===== config.mk =====
export PLATFORM = sky130hd
export DESIGN_NAME = freq_meter_4ch
export DESIGN_NICKNAME = d
export VERILOG_FILES = /design/src/rtl/freq_meter_4ch.sv
export SDC_FILE = /design/constraint.sdc
export NUM_CORES = 1
export LEC_CHECK = 0
export BUFFER_PORTS_ARGS = -buffer_cell sky130_fd_sc_hd__clkbuf_2
export CAP_MARGIN = 40
export CORE_MARGIN = 8
export CORE_UTILIZATION = 50
export DETAILED_ROUTE_END_ITERATION = 7
export PLACE_DENSITY = 0.73
export RECOVER_POWER = 50
export SYNTH_ARGS = -nofsm -noshare
export SYNTH_HDL_FRONTEND = slang
export SYNTH_SLANG_ARGS = --single-unit

===== constraint.sdc =====
create_clock -name clk -period 14.8 [get_ports clk]
set_clock_uncertainty 0.05 [all_clocks]
set_input_delay 2.96 -clock clk [delete_from_list [all_inputs] [get_ports clk]]
set_output_delay 2.96 -clock clk [all_outputs]
set_load 0.05 [all_outputs]

===== src/rtl/freq_meter_4ch.sv =====
`default_nettype none
// ============================================================================
// Module   : freq_meter_4ch
// Purpose  : Four-channel gated rising-edge counter. Each asynchronous input
//            is synchronized, its rising edges are counted over a window of
//            GATE_CYCLES clk cycles, and the four results are latched
//            together and flagged with a one-cycle valid pulse.
// Ports    : clk     - system clock, all logic on its rising edge
//            rst     - asynchronous active-high reset
//            sig_in  - [3:0] asynchronous inputs, one per channel
//            start   - measurement request, sampled only in IDLE
//            busy    - high from the cycle after start is accepted to DONE
//            valid   - one-cycle pulse, count/ovf are new in that cycle
//            count   - [4*CNT_W-1:0] latched counts, ch n at [n*CNT_W +: CNT_W]
//            ovf     - [3:0] latched per-channel saturation flags
// Revision : 1.0 - initial release
// ============================================================================
module freq_meter_4ch #(
    parameter int GATE_CYCLES = 1024,
    parameter int CNT_W       = 16
) (
    input  logic                 clk,
    input  logic                 rst,
    input  logic [3:0]           sig_in,
    input  logic                 start,
    output logic                 busy,
    output logic                 valid,
    output logic [4*CNT_W-1:0]   count,
    output logic [3:0]           ovf
);

    localparam int                c_win_w   = $clog2(GATE_CYCLES + 1);
    localparam logic [c_win_w-1:0] c_win_load = c_win_w'(GATE_CYCLES);
    localparam logic [CNT_W-1:0]  c_cnt_max = {CNT_W{1'b1}};
    localparam logic [1:0]        c_arm_last = 2'd2;

    typedef enum logic [1:0] {
        ST_IDLE = 2'd0,
        ST_ARM  = 2'd1,
        ST_GATE = 2'd2,
        ST_DONE = 2'd3
    } state_t;

    state_t               r_state;
    logic [1:0]           r_arm_cnt;
    logic [c_win_w-1:0]   r_win;

    logic [3:0]           r_sync1;
    logic [3:0]           r_sync2;
    logic [3:0]           r_prev;
    logic [3:0]           w_edge;

    logic [4*CNT_W-1:0]   r_run;
    logic [3:0]           r_run_ovf;
    logic [4*CNT_W-1:0]   w_run_nxt;
    logic [3:0]           w_ovf_nxt;
    logic [3:0]           w_sat;

    // ------------------------------------------------------------------------
    // Input path. The synchronizers run continuously; the three ARM cycles
    // exist so that sync1, sync2 and prev are all refilled from the live
    // inputs before counting starts, so an edge seen during IDLE can never
    // leak into the window.
    // ------------------------------------------------------------------------
    always_ff @(posedge clk or posedge rst) begin
        if (rst) begin
            r_sync1 <= 4'b0;
            r_sync2 <= 4'b0;
            r_prev  <= 4'b0;
        end else begin
            r_sync1 <= sig_in;
            r_sync2 <= r_sync1;
            r_prev  <= r_sync2;
        end
    end

    assign w_edge = r_sync2 & ~r_prev;

    // ------------------------------------------------------------------------
    // Per-channel saturating next-count. Computed combinationally so that an
    // edge in the last GATE cycle is included in the latched result.
    // ------------------------------------------------------------------------
    generate
        for (genvar i = 0; i < 4; i++) begin : g_ch
            assign w_sat[i] = (r_run[i*CNT_W +: CNT_W] == c_cnt_max);
            assign w_run_nxt[i*CNT_W +: CNT_W] =
                (w_edge[i] && !w_sat[i]) ? r_run[i*CNT_W +: CNT_W] + CNT_W'(1)
                                         : r_run[i*CNT_W +: CNT_W];
            assign w_ovf_nxt[i] = r_run_ovf[i] | (w_edge[i] & w_sat[i]);
        end
    endgenerate

    // ------------------------------------------------------------------------
    // Control FSM with registered outputs.
    // ------------------------------------------------------------------------
    always_ff @(posedge clk or posedge rst) begin
        if (rst) begin
            r_state   <= ST_IDLE;
            r_arm_cnt <= 2'd0;
            r_win     <= '0;
            r_run     <= '0;
            r_run_ovf <= 4'b0;
            busy      <= 1'b0;
            valid     <= 1'b0;
            count     <= '0;
            ovf       <= 4'b0;
        end else begin
            valid <= 1'b0;
            case (r_state)
                ST_IDLE: begin
                    if (start) begin
                        r_state   <= ST_ARM;
                        r_arm_cnt <= 2'd0;
                        busy      <= 1'b1;
                    end
                end
                ST_ARM: begin
                    r_run     <= '0;
                    r_run_ovf <= 4'b0;
                    r_win     <= c_win_load;
                    r_arm_cnt <= r_arm_cnt + 2'd1;
                    if (r_arm_cnt == c_arm_last) begin
                        r_state <= ST_GATE;
                    end
                end
                ST_GATE: begin
                    r_run     <= w_run_nxt;
                    r_run_ovf <= w_ovf_nxt;
                    // Window counter stops at 1; the last GATE cycle is the
                    // one in which it reads 1.
                    if (r_win == c_win_w'(1)) begin
                        count   <= w_run_nxt;
                        ovf     <= w_ovf_nxt;
                        valid   <= 1'b1;
                        r_state <= ST_DONE;
                    end else begin
                        r_win <= r_win - c_win_w'(1);
                    end
                end
                ST_DONE: begin
                    busy    <= 1'b0;
                    r_state <= ST_IDLE;
                end
                default: begin
                    r_state <= ST_IDLE;
                    busy    <= 1'b0;
                end
            endcase
        end
    end

endmodule
`default_nettype wire


==> reports/results.tsv <==
metric	value	unit
placement.setup.worst_slack	10.76	ns
layout-drive-gt1-share	13.6	%
holdWs	0.297	ns
timing.critical_path.from_type	register	
largest_net_degree_at_the_start_of_global_routing	58	
timing.critical_path.mode_cell	clkbuf_1	
grt_pass1_vias	6734	
synth-seq-area-share	49.4	%
crit_path_top_delay_cell	clkbuf_1	
criticalPathCategory	register to register	
timing.critical_path.to_type	register	
hold_path_end	r_sync2[1]	
numPortBuffers	76	
drt_wl_total	19700	µm
setup_viol	0	
clock_insertion_delay_worst_skew	0.43	ns
maxCapViolCount	5	
fin_setup_tns	0	ns
start_util	50.8	%
residual_overflow_from_global_routing	0	
worst_supply_voltage_drop_on_vdd	0.0789	mV
final_core_util	58.0	%
avgViaCountPerCell	5.84	
cts_tree	done	
cts_htree_levels	4	
cpPeakStageDelay	1.57	ns
post_drt_wl_per_cell	16.6	µm
number_of_cells_on_the_worst_reg_to_reg_path	7	
cts.repair_timing.setup_buffer_count	0	
cts_max_path_buffers	2	
clock_sink_count	165	
async_reset_ff_share	100	%
io_pins	77	
p_per_area	111	mW/mm²
netlist_area_pre_place	0.00836	mm²
num_rows	47	
floorplan.die_area	0.0211	mm²
syn_avg_cell_area	9.33	µm²
timing.final.crit_period	5.01	ns
post-synth-top-area-fraction	49.4	%
max-slew-margin-rel	-55.3	%
flop2flop_setup_slack	9.79	ns
timing.final.ws_setup	9.79	ns
die_h	145	µm
all_layer_gr_usage	19.2	%
synthTopCellsByArea	dfrtp_1, o21ai_0, nand2_1	
hold_path_class	register to register	
capturing_point_of_the_worst_reg2reg_path	ovf[2]	
timing.hold.worst_path_depth	0	
drt-pass1-iter-count	5	
synthesis.yosys.warnings	0	
ys_dominant_reg_cell	dfrtp_1	
leakagePower	4.17	nW
dpl_hpwl	13000	µm
ctsHoldBuffers	0	
synthDominantAreaCellType	dfrtp_1	
cts_root_buf	clkbuf_16	
gp_routability_congestion	0.832	
worstMarginPinSlew	2.33	ns
synth_enable_flop_cells	0	
die-width	145	µm
hold_start	r_sync1[1]	
timing.final.crit_share	33.8	%
number_of_antenna_repair_diodes	0	
number_of_synthesized_register_bits	165	
num_vias	6944	
final-hold-violation-count	0	
cp_data_required_time	15.05	ns
drtAntennaViolNets	0	
timing.critical_path.cells	inv_1 > ha_1 > clkbuf_1 > nand3_1 > clkbuf_1 > a211oi_1 > nor2_1	
area.growth.synth_to_final	14.3	%
synth_cell_types	66	
initial_antenna_violation_count	0	
final_common_cell	dfrtp_1	
rsz_0062_raised_after_global_routing	no	
outcome	complete, but fails checks	
drt_iter0_markers	574	
cp.arrival	5.26	ns
mappedNetlistNets	914	
cts-buffers-inserted	17	
first_pass_grt_wire_length	33900	µm
clk_pin_slew	0.06	ns
syn_inst	896	
fmax	0.200	GHz
timing.rr.start	r_state[0]	
violations_in_the_final_reports	capacitance limit, slew limit	
drcViolationCount	0	
critPathMaxFanout	48	
design.final.nets	975	
area_of_the_placeable_core	0.0165	mm²
final_cell_mix	dfrtp_1, nand2_1, o21ai_0	
post_cts_resized	0	
maxSlewViolCount	215	
==> critical path, delay by kind of cell (launching register included) <==
kind                     cells  cell delay, ns
buffers and inverters        3            2.75
flip-flops                   1            0.40
AO/OA/AOI/OAI                1            0.51
adder cells (fa/ha/maj)      1            0.18
AND/OR/NAND/NOR              2            0.99
==> power breakdown <==
| part | internal [mW] | switching [mW] | leakage [nW] | total [mW] |
|---|---|---|---|---|
| Combinational | 0.0367 | 0.0409 | 1.67 | 0.0776 |
| Sequential | 0.474 | 0.0365 | 2.20 | 0.510 |
| Clock | 0.296 | 0.174 | 0.304 | 0.470 |
==> kinds of logic (layout without fill, tap and decap cells) <==
group / after synthesis / in the layout / share of synthesized area, %
multiplexers: 8 / 8 / 0.958
buffers and inverters: 68 / 142 / 3.41
flip-flops: 165 / 165 / 49.4
AND/OR/NAND/NOR: 371 / 371 / 22.7
adder cells (fa/ha/maj): 11 / 11 / 1.65
AO/OA/AOI/OAI: 223 / 223 / 16.7
XOR/XNOR: 50 / 50 / 5.24
==> cell type report <==
class | count | area, µm²
Fill cell | 1441 | 6910
Sequential cell | 165 | 4130
Multi-Input combinational cell | 663 | 3940
Timing Repair Buffer | 87 | 500
Clock buffer | 24 | 482
Tap cell | 220 | 275
Clock inverter | 8 | 146
Inverter | 23 | 87.6
==> stage by stage <==
step                total power [mW]  instance area [µm²]  std cells
floorplan                      0.574                 8360        896
global placement               0.590                 8880       1154
detailed placement             0.595                 8970       1158
CTS                             1.06                 9600       1190
global route                    1.10                 9560       1190
finish                          1.06                 9560       1190
==> how the worst max path moves through the flow <==
stage,slack (ns),startpoint,endpoint,depth (start not counted)
finish,9.79,r_state[0],ovf[2],7
detailed placement,10.76,rst,r_run[22],4
CTS,10.63,count[15],count[15],1
floorplan,7.33,rst,busy,1
global placement,10.07,rst,r_prev[1],3
global route,9.38,r_state[0],ovf[2],7
==> layer usage <==
metal	vias to the layer above	share of wire [%]	wire (µm)	GRT usage, %
met1	3380	46	9150	25.1
met2	171	47	9280	31.1
met3	26	5.0	991	4.04
met4	0	1.5	299	6.77
li1	3367	-	-	-
met5	-	0	0	0
==> state kept, by name (all words and copies together), names as in the netlist <==
name       flops
count         64
r_run         64
r_win         11
ovf            4
r_prev         4
r_run_ovf      4
r_sync1        4
r_sync2        4
r_arm_cnt      2
r_state        2
busy           1
valid          1
==> Yosys cell counts (3+ instances only) <==
library cell	count
dfrtp_1	165
nand2_1	121
o21ai_0	98
nor2_1	59
nand3_1	43
a21oi_1	38
clkbuf_1	32
nand4_1	28
xor2_1	27
nor3_1	26
xnor2_1	23
inv_1	22
o31ai_1	17
nor4_1	12
ha_1	11
or3_1	11
and3_1	10
nor2b_1	9
o311ai_0	9
a22o_1	8
a31oi_1	8
and4_1	8
mux2i_1	8
nand2b_1	8
a21o_1	7
a311o_1	7
buf_2	7
and2_1	5
a211oi_1	4
nand3b_1	4
o2111ai_1	4
or2_2	4
a32o_1	3
buf_1	3
nand4_2	3
o211ai_1	3
o21ai_1	3
or4_4	3
Note: power is estimated with default switching activity, not from simulation.
